==> src/rtl/dispense_scheduler.sv <==
// Shares one dispense motor between the candy and soda requesters.
// Each grant runs motor drive, then waits for the product sensor.
// An unconfirmed attempt is retried; when retries run out the block faults.
module dispense_scheduler #(
  parameter int unsigned DRIVE_TICKS = 5,
  parameter int unsigned SENSE_TICKS = 20,
  parameter int unsigned RETRIES     = 1
) (
  input  logic       clk_i,
  input  logic       rst_ni,
  input  logic       tick_i,
  input  logic [1:0] req_i,
  input  logic       sensor_i,
  input  logic       clr_fault_i,
  output logic       motor_en_o,
  output logic       motor_sel_o,
  output logic [1:0] ack_o,
  output logic [1:0] err_o,
  output logic       busy_o,
  output logic       fault_o
);

  typedef enum logic [2:0] {
    S_IDLE, S_GRANT, S_DRIVE, S_SENSE, S_DONE, S_RELEASE, S_FAULT
  } state_e;

  // Tick counters compare against N-1 because the count starts at zero.
  localparam logic [7:0] DRIVE_LAST = 8'(DRIVE_TICKS - 1);
  localparam logic [7:0] SENSE_LAST = 8'(SENSE_TICKS - 1);
  localparam logic [1:0] RETRY_MAX  = 2'(RETRIES);

  state_e     state_q, state_d;
  logic       sel_q, sel_d;         // requester being served: 0 candy, 1 soda
  logic       last_q, last_d;       // last requester served; breaks ties
  logic       seen_q, seen_d;       // sensor edge seen while driving
  logic [7:0] tick_cnt_q, tick_cnt_d;
  logic [1:0] att_q, att_d;
  logic [1:0] err_q, err_d;
  logic       sync1_q, sync2_q, sync3_q;
  logic       sensor_ev;

  // Two-flop synchronizer for the raw sensor, plus one delay stage for edge detection.
  always_ff @(posedge clk_i or negedge rst_ni) begin
    if (!rst_ni) begin
      sync1_q <= 1'b0;
      sync2_q <= 1'b0;
      sync3_q <= 1'b0;
    end else begin
      sync1_q <= sensor_i;
      sync2_q <= sync1_q;
      sync3_q <= sync2_q;
    end
  end

  assign sensor_ev = sync2_q & ~sync3_q;

  // State and datapath registers.
  always_ff @(posedge clk_i or negedge rst_ni) begin
    if (!rst_ni) begin
      state_q    <= S_IDLE;
      sel_q      <= 1'b0;
      last_q     <= 1'b1;
      seen_q     <= 1'b0;
      tick_cnt_q <= 8'd0;
      att_q      <= 2'd0;
      err_q      <= 2'b00;
    end else begin
      state_q    <= state_d;
      sel_q      <= sel_d;
      last_q     <= last_d;
      seen_q     <= seen_d;
      tick_cnt_q <= tick_cnt_d;
      att_q      <= att_d;
      err_q      <= err_d;
    end
  end

  // Next-state logic: arbitration, drive/sense timing, retry and fault handling.
  always_comb begin
    state_d    = state_q;
    sel_d      = sel_q;
    last_d     = last_q;
    seen_d     = seen_q;
    tick_cnt_d = tick_cnt_q;
    att_d      = att_q;
    err_d      = 2'b00;
    unique case (state_q)
      S_IDLE: begin
        if (|req_i) begin
          state_d = S_GRANT;
          // On a tie the requester not served last goes first.
          sel_d   = (req_i == 2'b11) ? ~last_q : req_i[1];
        end
      end
      S_GRANT: begin
        tick_cnt_d = 8'd0;
        att_d      = 2'd0;
        seen_d     = 1'b0;
        state_d    = S_DRIVE;
      end
      S_DRIVE: begin
        if (sensor_ev) seen_d = 1'b1;
        if (tick_i) begin
          if (tick_cnt_q == DRIVE_LAST) begin
            tick_cnt_d = 8'd0;
            state_d    = S_SENSE;
          end else begin
            tick_cnt_d = tick_cnt_q + 8'd1;
          end
        end
      end
      S_SENSE: begin
        // The sensor is checked first so it wins over a coinciding timeout tick.
        if (seen_q || sensor_ev) begin
          state_d = S_DONE;
        end else if (tick_i) begin
          if (tick_cnt_q == SENSE_LAST) begin
            tick_cnt_d = 8'd0;
            if (att_q < RETRY_MAX) begin
              att_d   = att_q + 2'd1;
              state_d = S_DRIVE;
            end else begin
              err_d[sel_q] = 1'b1;
              last_d       = sel_q;
              state_d      = S_FAULT;
            end
          end else begin
            tick_cnt_d = tick_cnt_q + 8'd1;
          end
        end
      end
      S_DONE: begin
        last_d  = sel_q;
        state_d = S_RELEASE;
      end
      S_RELEASE: begin
        // A held request must drop before it can be served again.
        if (!req_i[sel_q]) state_d = S_IDLE;
      end
      S_FAULT: begin
        if (clr_fault_i) state_d = S_RELEASE;
      end
      default: state_d = S_IDLE;
    endcase
  end

  assign motor_en_o  = (state_q == S_DRIVE);
  assign motor_sel_o = sel_q;
  assign ack_o       = (state_q == S_DONE) ? (sel_q ? 2'b10 : 2'b01) : 2'b00;
  assign err_o       = err_q;
  assign busy_o      = (state_q != S_IDLE);
  assign fault_o     = (state_q == S_FAULT);

endmodule

==> config.mk <==
export PLATFORM = sky130hd
export DESIGN_NAME = dispense_scheduler
export DESIGN_NICKNAME = d
export VERILOG_FILES = /design/src/rtl/dispense_scheduler.sv
export SDC_FILE = /design/constraint.sdc
export NUM_CORES = 1
export LEC_CHECK = 0
export ABC_AREA = 1
export ABC_CLOCK_PERIOD_IN_PS = 1670
export BUFFER_PORTS_ARGS = -buffer_cell sky130_fd_sc_hd__buf_2
export CORE_ASPECT_RATIO = 0.8
export CORE_UTILIZATION = 57
export DETAILED_ROUTE_END_ITERATION = 10
export PLACE_DENSITY_LB_ADDON = 0.25
export SLEW_MARGIN = 30
export SYNTH_ARGS = -nofsm -noshare
export SYNTH_HDL_FRONTEND = slang
export SYNTH_SLANG_ARGS = --single-unit
export TNS_END_PERCENT = 5
==> constraint.sdc <==
create_clock -name clk_i -period 1.67 [get_ports clk_i]
set_input_delay 0.0835 -clock clk_i [delete_from_list [all_inputs] [get_ports clk_i]]
set_output_delay 0.0835 -clock clk_i [all_outputs]
set_load 0.02 [all_outputs]
==> results of run 1 <==
where the power goes:
part           leakage, nW  internal [W]  switching [W]  total [W]
clock network       0.0177     0.0000897       0.000167   0.000257
registers            0.273      0.000623       0.000129   0.000752
logic                0.495      0.000436       0.000875    0.00131
total                0.786       0.00115        0.00117    0.00232
registers in the layout (all words and copies together) (netlist names):
| name | count |
|---|---|
| sync1_q | 1 |
| motor_sel_o | 1 |
| seen_q | 1 |
| sync2_q | 1 |
| err_o | 2 |
| sync3_q | 1 |
| tick_cnt_q | 8 |
| state_q | 3 |
| att_q | 2 |
| last_q | 1 |
cells by family after synthesis:
family	synth area share
adders and majority gates	0.0292
and+or+nand+nor	0.418
buffers and inverters	0.0691
DFF	0.410
xor gates and xnor gates	0.00682
AOI/OAI and AO/OA	0.0672
cell usage in the layout, fill, tap and decap left out:
cell type | synthesis | final
nand2_1 | 77 | 76
dfrtp_1 | 20 | 19
inv_1 | 18 | 18
nor2_1 | 17 | 17
nand3_1 | 17 | 17
buf_2 | 0 | 14
o21ai_0 | 11 | 11
inv_2 | 4 | 4
nand2_2 | 3 | 4
nand4_1 | 4 | 4
a21oi_1 | 3 | 3
ha_1 | 3 | 3
clkbuf_4 | 0 | 3
nor4_1 | 2 | 2
dlygate4sd3_1 | 0 | 2
nor2_2 | 1 | 1
nor2_8 | 1 | 1
nand2_4 | 1 | 1
a21oi_4 | 1 | 1
inv_4 | 1 | 1
nor3_1 | 1 | 1
xnor2_1 | 1 | 1
clkinv_2 | 0 | 1
dfstp_2 | 1 | 1
buf_4 | 0 | 1
buf_12 | 0 | 1
dfrtp_2 | 0 | 1
path summary, 6_finish.rpt:
kind	startpoint	cells after the start	slack, ns	to
worst min register to register	sync1_q$_DFF_PN0_	0	0.38	sync2_q$_DFF_PN0_
min in group asynchronous	rst_ni	2	0.24	tick_cnt_q[0]$_DFFE_PN0P_
worst max register to register	tick_cnt_q[1]$_DFFE_PN0P_	8	0.14	state_q[1]$_DFFE_PN0P_
worst max-delay path	state_q[0]$_DFFE_PN0P_	4	0.14	fault_o
max in group asynchronous	rst_ni	2	1.08	state_q[1]$_DFFE_PN0P_
worst min-delay path	req_i[1]	3	0.04	motor_sel_o$_DFFE_PN0P_
final cells by class:
class / instances / area [µm²]
tap: 24 / 30.0
clock inverter: 1 / 5.00
multi-input combinational: 143 / 672
timing repair buffer: 18 / 118
fill: 156 / 533
inverter: 23 / 88.8
clock buffer: 3 / 22.5
sequential: 21 / 528
per-stage QoR:
stage	instance area [µm²]	setup slack, ns	hold slack, ns	cells	total power (W)
after floorplan	1280	0.304	-0.212	187	0.00161
after global placement	1390	0.203	0.0527	226	0.00184
after detailed placement	1390	0.127	0.0700	226	0.00189
after CTS	1440	0.105	0.0427	232	0.00215
after global routing	1460	0.0148	0.0573	233	0.00248
final	1460	0.136	0.0367	233	0.00232
worst min-delay path, cell delays in order:
cell and delay, ns:
buf_2 0.11, nand2_1 0.06, o21ai_0 0.07
routing by layer:
| layer | vias to the layer above | wire length [µm] | GRT usage |
|---|---|---|---|
| li1 | 641 | - | - |
| met1 | 577 | 1400 | 0.388 |
| met2 | 80 | 1400 | 0.395 |
| met3 | 20 | 284 | 0.103 |
| met4 | 0 | 108 | 0.100 |
| met5 | - | 0 | 0 |
what timing repair did:
action	CTS	global route
hold buffers	2	0
endpoints found under the setup margin	0	8
endpoints found under the hold margin	21	0
resized for setup	0	2
buffers inserted	0	1
==> run metrics, run 1 <==
status=completed; DP Wirelength=2260 µm; Die Span Y=about 44 µm; CP peak stage delay=~0.48 ns; Synth Flop Type=dfrtp_1; CP max-delay cell=dfrtp_1; Synth top cells by count=77 x nand2_1, 20 x dfrtp_1, 18 x inv_1, 17 x nand3_1, 17 x nor2_1; Syn Nets=around 200; number of enable flip-flop cells after synthesis=0; core area=2000 µm²; final setup fails=0; family with the most delay on the worst path=flip-flops; synthesized area=1280 µm²; worst slew pin tran=approximately 0.48 ns; total grt overflow=0; CTS buffer count=3; H-tree Lvls=1; vias in the first global route=approximately 1,100; Iteration-0 DRC Markers=between 100 and 150; NumNets Final=220; largest net degree at the start of global routing=22; clock root buffer=clkbuf_4; DRC Markers=0; port bufs=14; crit end category=output port; WP data arrival=1.45 ns; post-synth top area cell=dfrtp_1; Critical Path Start Type=flop; CTS tree=done; Tot GR Track Use=0.279; relative slew slack=0.680; pwr/cell area=1580 nW/µm²; Die W=~55 µm; WP buf/inv=2; fmax=about 650 MHz; fin util=0.733; Num Clock Sinks=21; Rows=14; Final Max Tran Viols=0; Avg Cell Area, Syn=6.87 µm²; CP cell instances=inv_2 -> nand2_1 -> nor2_1 -> buf_2; Distinct cells, synth=20; warnings from Yosys=0; Initial Utilization=0.643; maximum vdd drop=about 1200 µV; Vias/cell=5.66; area grow syn2layout=13.9%; Final min period=1.53 ns; most frequent cell after synthesis=nand2_1; clock latency on the worst-skew pair=slightly above 0.3 ns; max cap viols=0; Final Hold Violating Endpoints=0; Area contributors post-synth=dfrtp_1 39%, nand2_1 22%, nand3_1 6.6%, inv_1 5.3%, nor2_1 5.0%; # IOs=15; wire length of the first global-routing pass=4730 µm; period utilisation layout=0.918; Cells after Synth=roughly 190; RSZ-0062 raised after global routing=false; initial antenna violation count=0; Synth top area share=0.389; Routability Congestion=0.905; TNS Setup=0 ns; Max clock buf depth=2; sequential share of the synthesized area=0.410; Routed WL per cell=between 10 and 15 µm; DRT Pass-1 Iters=5; Worst Path Required=between 1.5 and 2 ns; crit-path max FO=6; Final Skew=~0.0013 ns; n_diodes=0; clock slew at reported path FFs=0.12 ns; CP Class=flop to output port; Via Count=around 1,300; Async SR Flop Fraction=1.00; Post-DRT Antenna Nets=0; DRT Wirelength=approximately 3200 µm; DIE AREA=approximately 2400 µm²; LEAKAGE=0.786 nW; fraction of layout cells with a size suffix above 1=0.167; Synth Register Bits=21; Hold Crit Class=input port to flop
No activity file was read; power rests on OpenSTA's default activity.
==> inputs of run 2 (changes only) <==
--- a/config.mk
+++ b/config.mk
@@ -12,4 +12,5 @@
 export CORE_UTILIZATION = 57
 export DETAILED_ROUTE_END_ITERATION = 10
+export GPL_ROUTABILITY_DRIVEN = 0
 export PLACE_DENSITY_LB_ADDON = 0.25
 export SLEW_MARGIN = 30
==> constraint.sdc (replaced) <==
create_clock -name clk_i -period 1.67 [get_ports clk_i]
set_input_delay 0.334 -clock clk_i [delete_from_list [all_inputs] [get_ports clk_i]]
set_output_delay 0.334 -clock clk_i [all_outputs]
set_load 0.02 [all_outputs]
==> run metrics, run 2 (synthesis results as in run 1) <==
status=completed; post-route setup slack=0.0583 ns; gr busiest metal=met2; DIE AREA=2450 µm²; family with the most delay on the worst path=flip-flops; Final Hold Violating Endpoints=0; Die W=approximately 55 µm; Post-Layout Cell Count=233; commonest non-fill, non-tap cell in the layout=nand2_1; total grt overflow=0; CP cell instances=nor2_4 -> nand2_2 -> inv_2 -> buf_4; TNS Setup=0 ns; met1 GRT Util=0.403; WP data arrival=around 1.3 ns; core area=~2000 µm²; Final min period=1.61 ns; H-tree Lvls=1; met2 Use GR=0.441; Critical Path Start Type=flop; max FFs per register=8; combinational share of power=0.550; Hold Crit Start=sensor_i; fmax=between 600 and 700 MHz; Post-DRT Antenna Nets=0; max cap viols=0; Via Count=around 1,300; Max clock buf depth=2; crit-path max FO=6; Internal=0.00112 W; Rows=14; Final Max Tran Viols=0; LEAKAGE=just under 0.8 nW; port bufs=14; Num Clock Sinks=21; vias in the first global route=about 1,100; CP peak stage delay=around 0.48 ns; Die Span Y=44.5 µm; Final Skew=0.00888 ns; Iteration-0 DRC Markers=between 60 and 70; Worst Path Required=approximately 1.3 ns; Routed WL per cell=roughly 13 µm; clock latency on the worst-skew pair=~0.31 ns; maximum vdd drop=~1200 µV; Top Registers=tick_cnt_q x8, state_q x3; Clock power frac=0.110; crit end category=output port; NumNets Final=220; wire length of the first global-routing pass=around 4900 µm; clock root buffer=clkbuf_4; n_diodes=0; Tot GR Track Use=0.287; period utilisation layout=0.965; CTS tree=done; CP Launch Point=state_q[2]$_DFFE_PN0P_; met3 Usage GRT=0.0722; Area after DPL=roughly 1400 µm²; fin util=0.744; WP buf/inv=2; # IOs=15; fin area=roughly 1500 µm²; DRC Markers=0; final setup fails=0; commonest non-fill, non-tap cells in the layout=76 x nand2_1, 17 x inv_1, 17 x nand3_1, 17 x dfrtp_1, 15 x nor2_1; CP max-delay cell=dfrtp_2; largest net degree at the start of global routing=22; clock slew at reported path FFs=0.11 ns; Vias/cell=~5.5; fraction of layout cells with a size suffix above 1=0.206; Hold Crit Class=input port to flop; relative slew slack=0.689; register with the most flip-flops=tick_cnt_q; initial antenna violation count=0; sw power=around 0.0011 W; DRT Wirelength=between 2000 and 3000 µm; r2r startpoint=state_q[1]$_DFFE_PN0P_; switching part of the total=0.502; pre-CTS setup slack=~0.16 ns; area grow syn2layout=15.6%; Placed Cells=around 230; DP Wirelength=between 2000 and 2500 µm; CTS buffer count=3; Initial Utilization=0.643; worst slew pin tran=roughly 0.47 ns; sequential power share=0.340; pwr/cell area=1520 nW/µm²; Worst R2R Setup Slack=0.13 ns; DRT Pass-1 Iters=4; CP Class=flop to output port
==> run 2: power groups by stage <==
stage	Clock (W)	Combinational, W	Sequential, W
floorplan	0	0.000868	0.000740
global placement	0	0.00109	0.000748
detailed placement	0	0.00112	0.000756
CTS	0.000253	0.00118	0.000754
global route	0.000276	0.00139	0.000783
finish	0.000248	0.00124	0.000767
==> run 2: worst paths after layout <==
path                                             endpoint  cells after the start
worst max register to register  tick_cnt_q[6]$_DFFE_PN0P_                      8
max in group asynchronous          state_q[1]$_DFFE_PN0P_                      2
min in group asynchronous       tick_cnt_q[4]$_DFFE_PN0P_                      2
worst min register to register          sync2_q$_DFF_PN0_                      0
worst max-delay path                           motor_en_o                      4
worst min-delay path                    sync1_q$_DFF_PN0_                      1
==> run 2: layout make-up <==
class | instances | area [µm²]
multi-input cells | 143 | 696
flip-flops and latches | 21 | 531
fillers | 158 | 512
repair buffers | 18 | 110
inverters | 23 | 91.3
well taps | 24 | 30.0
clock buffers | 3 | 22.5
clock inverters | 1 | 5.00
==> run 2: metrics by stage <==
| step | power, W | hold slack, ns |
|---|---|---|
| floorplan | 0.00161 | 0.0384 |
| global placement | 0.00183 | 0.301 |
| detailed placement | 0.00187 | 0.310 |
| CTS | 0.00218 | 0.114 |
| global route | 0.00245 | 0.107 |
| finish | 0.00226 | 0.125 |
==> run 2: metal layers <==
| metal | wire length (µm) | vias to the layer above |
|---|---|---|
| met5 | 0 | - |
| met3 | 245 | 5 |
| li1 | - | 641 |
| met2 | 1290 | 62 |
| met1 | 1420 | 570 |
| met4 | 23 | 0 |
==> run 2: worst reg2reg max path: stages, from the launching register on <==
cell and delay (ns):
dfrtp_2 0.44, buf_4 0.15, nand2_2 0.12, nor2_8 0.17, nand2_4 0.08, a21oi_4 0.27, inv_4 0.09, nand2_1 0.07
nand2_1 0.05
==> run 2: timing repair <==
action	4_1_cts	5_1_grt
hold buffers	1	0
setup buffers	1	1
resized for setup	7	9
setup endpoints to repair	3	9
endpoints found under the hold margin	20	0
pin swaps	0	2
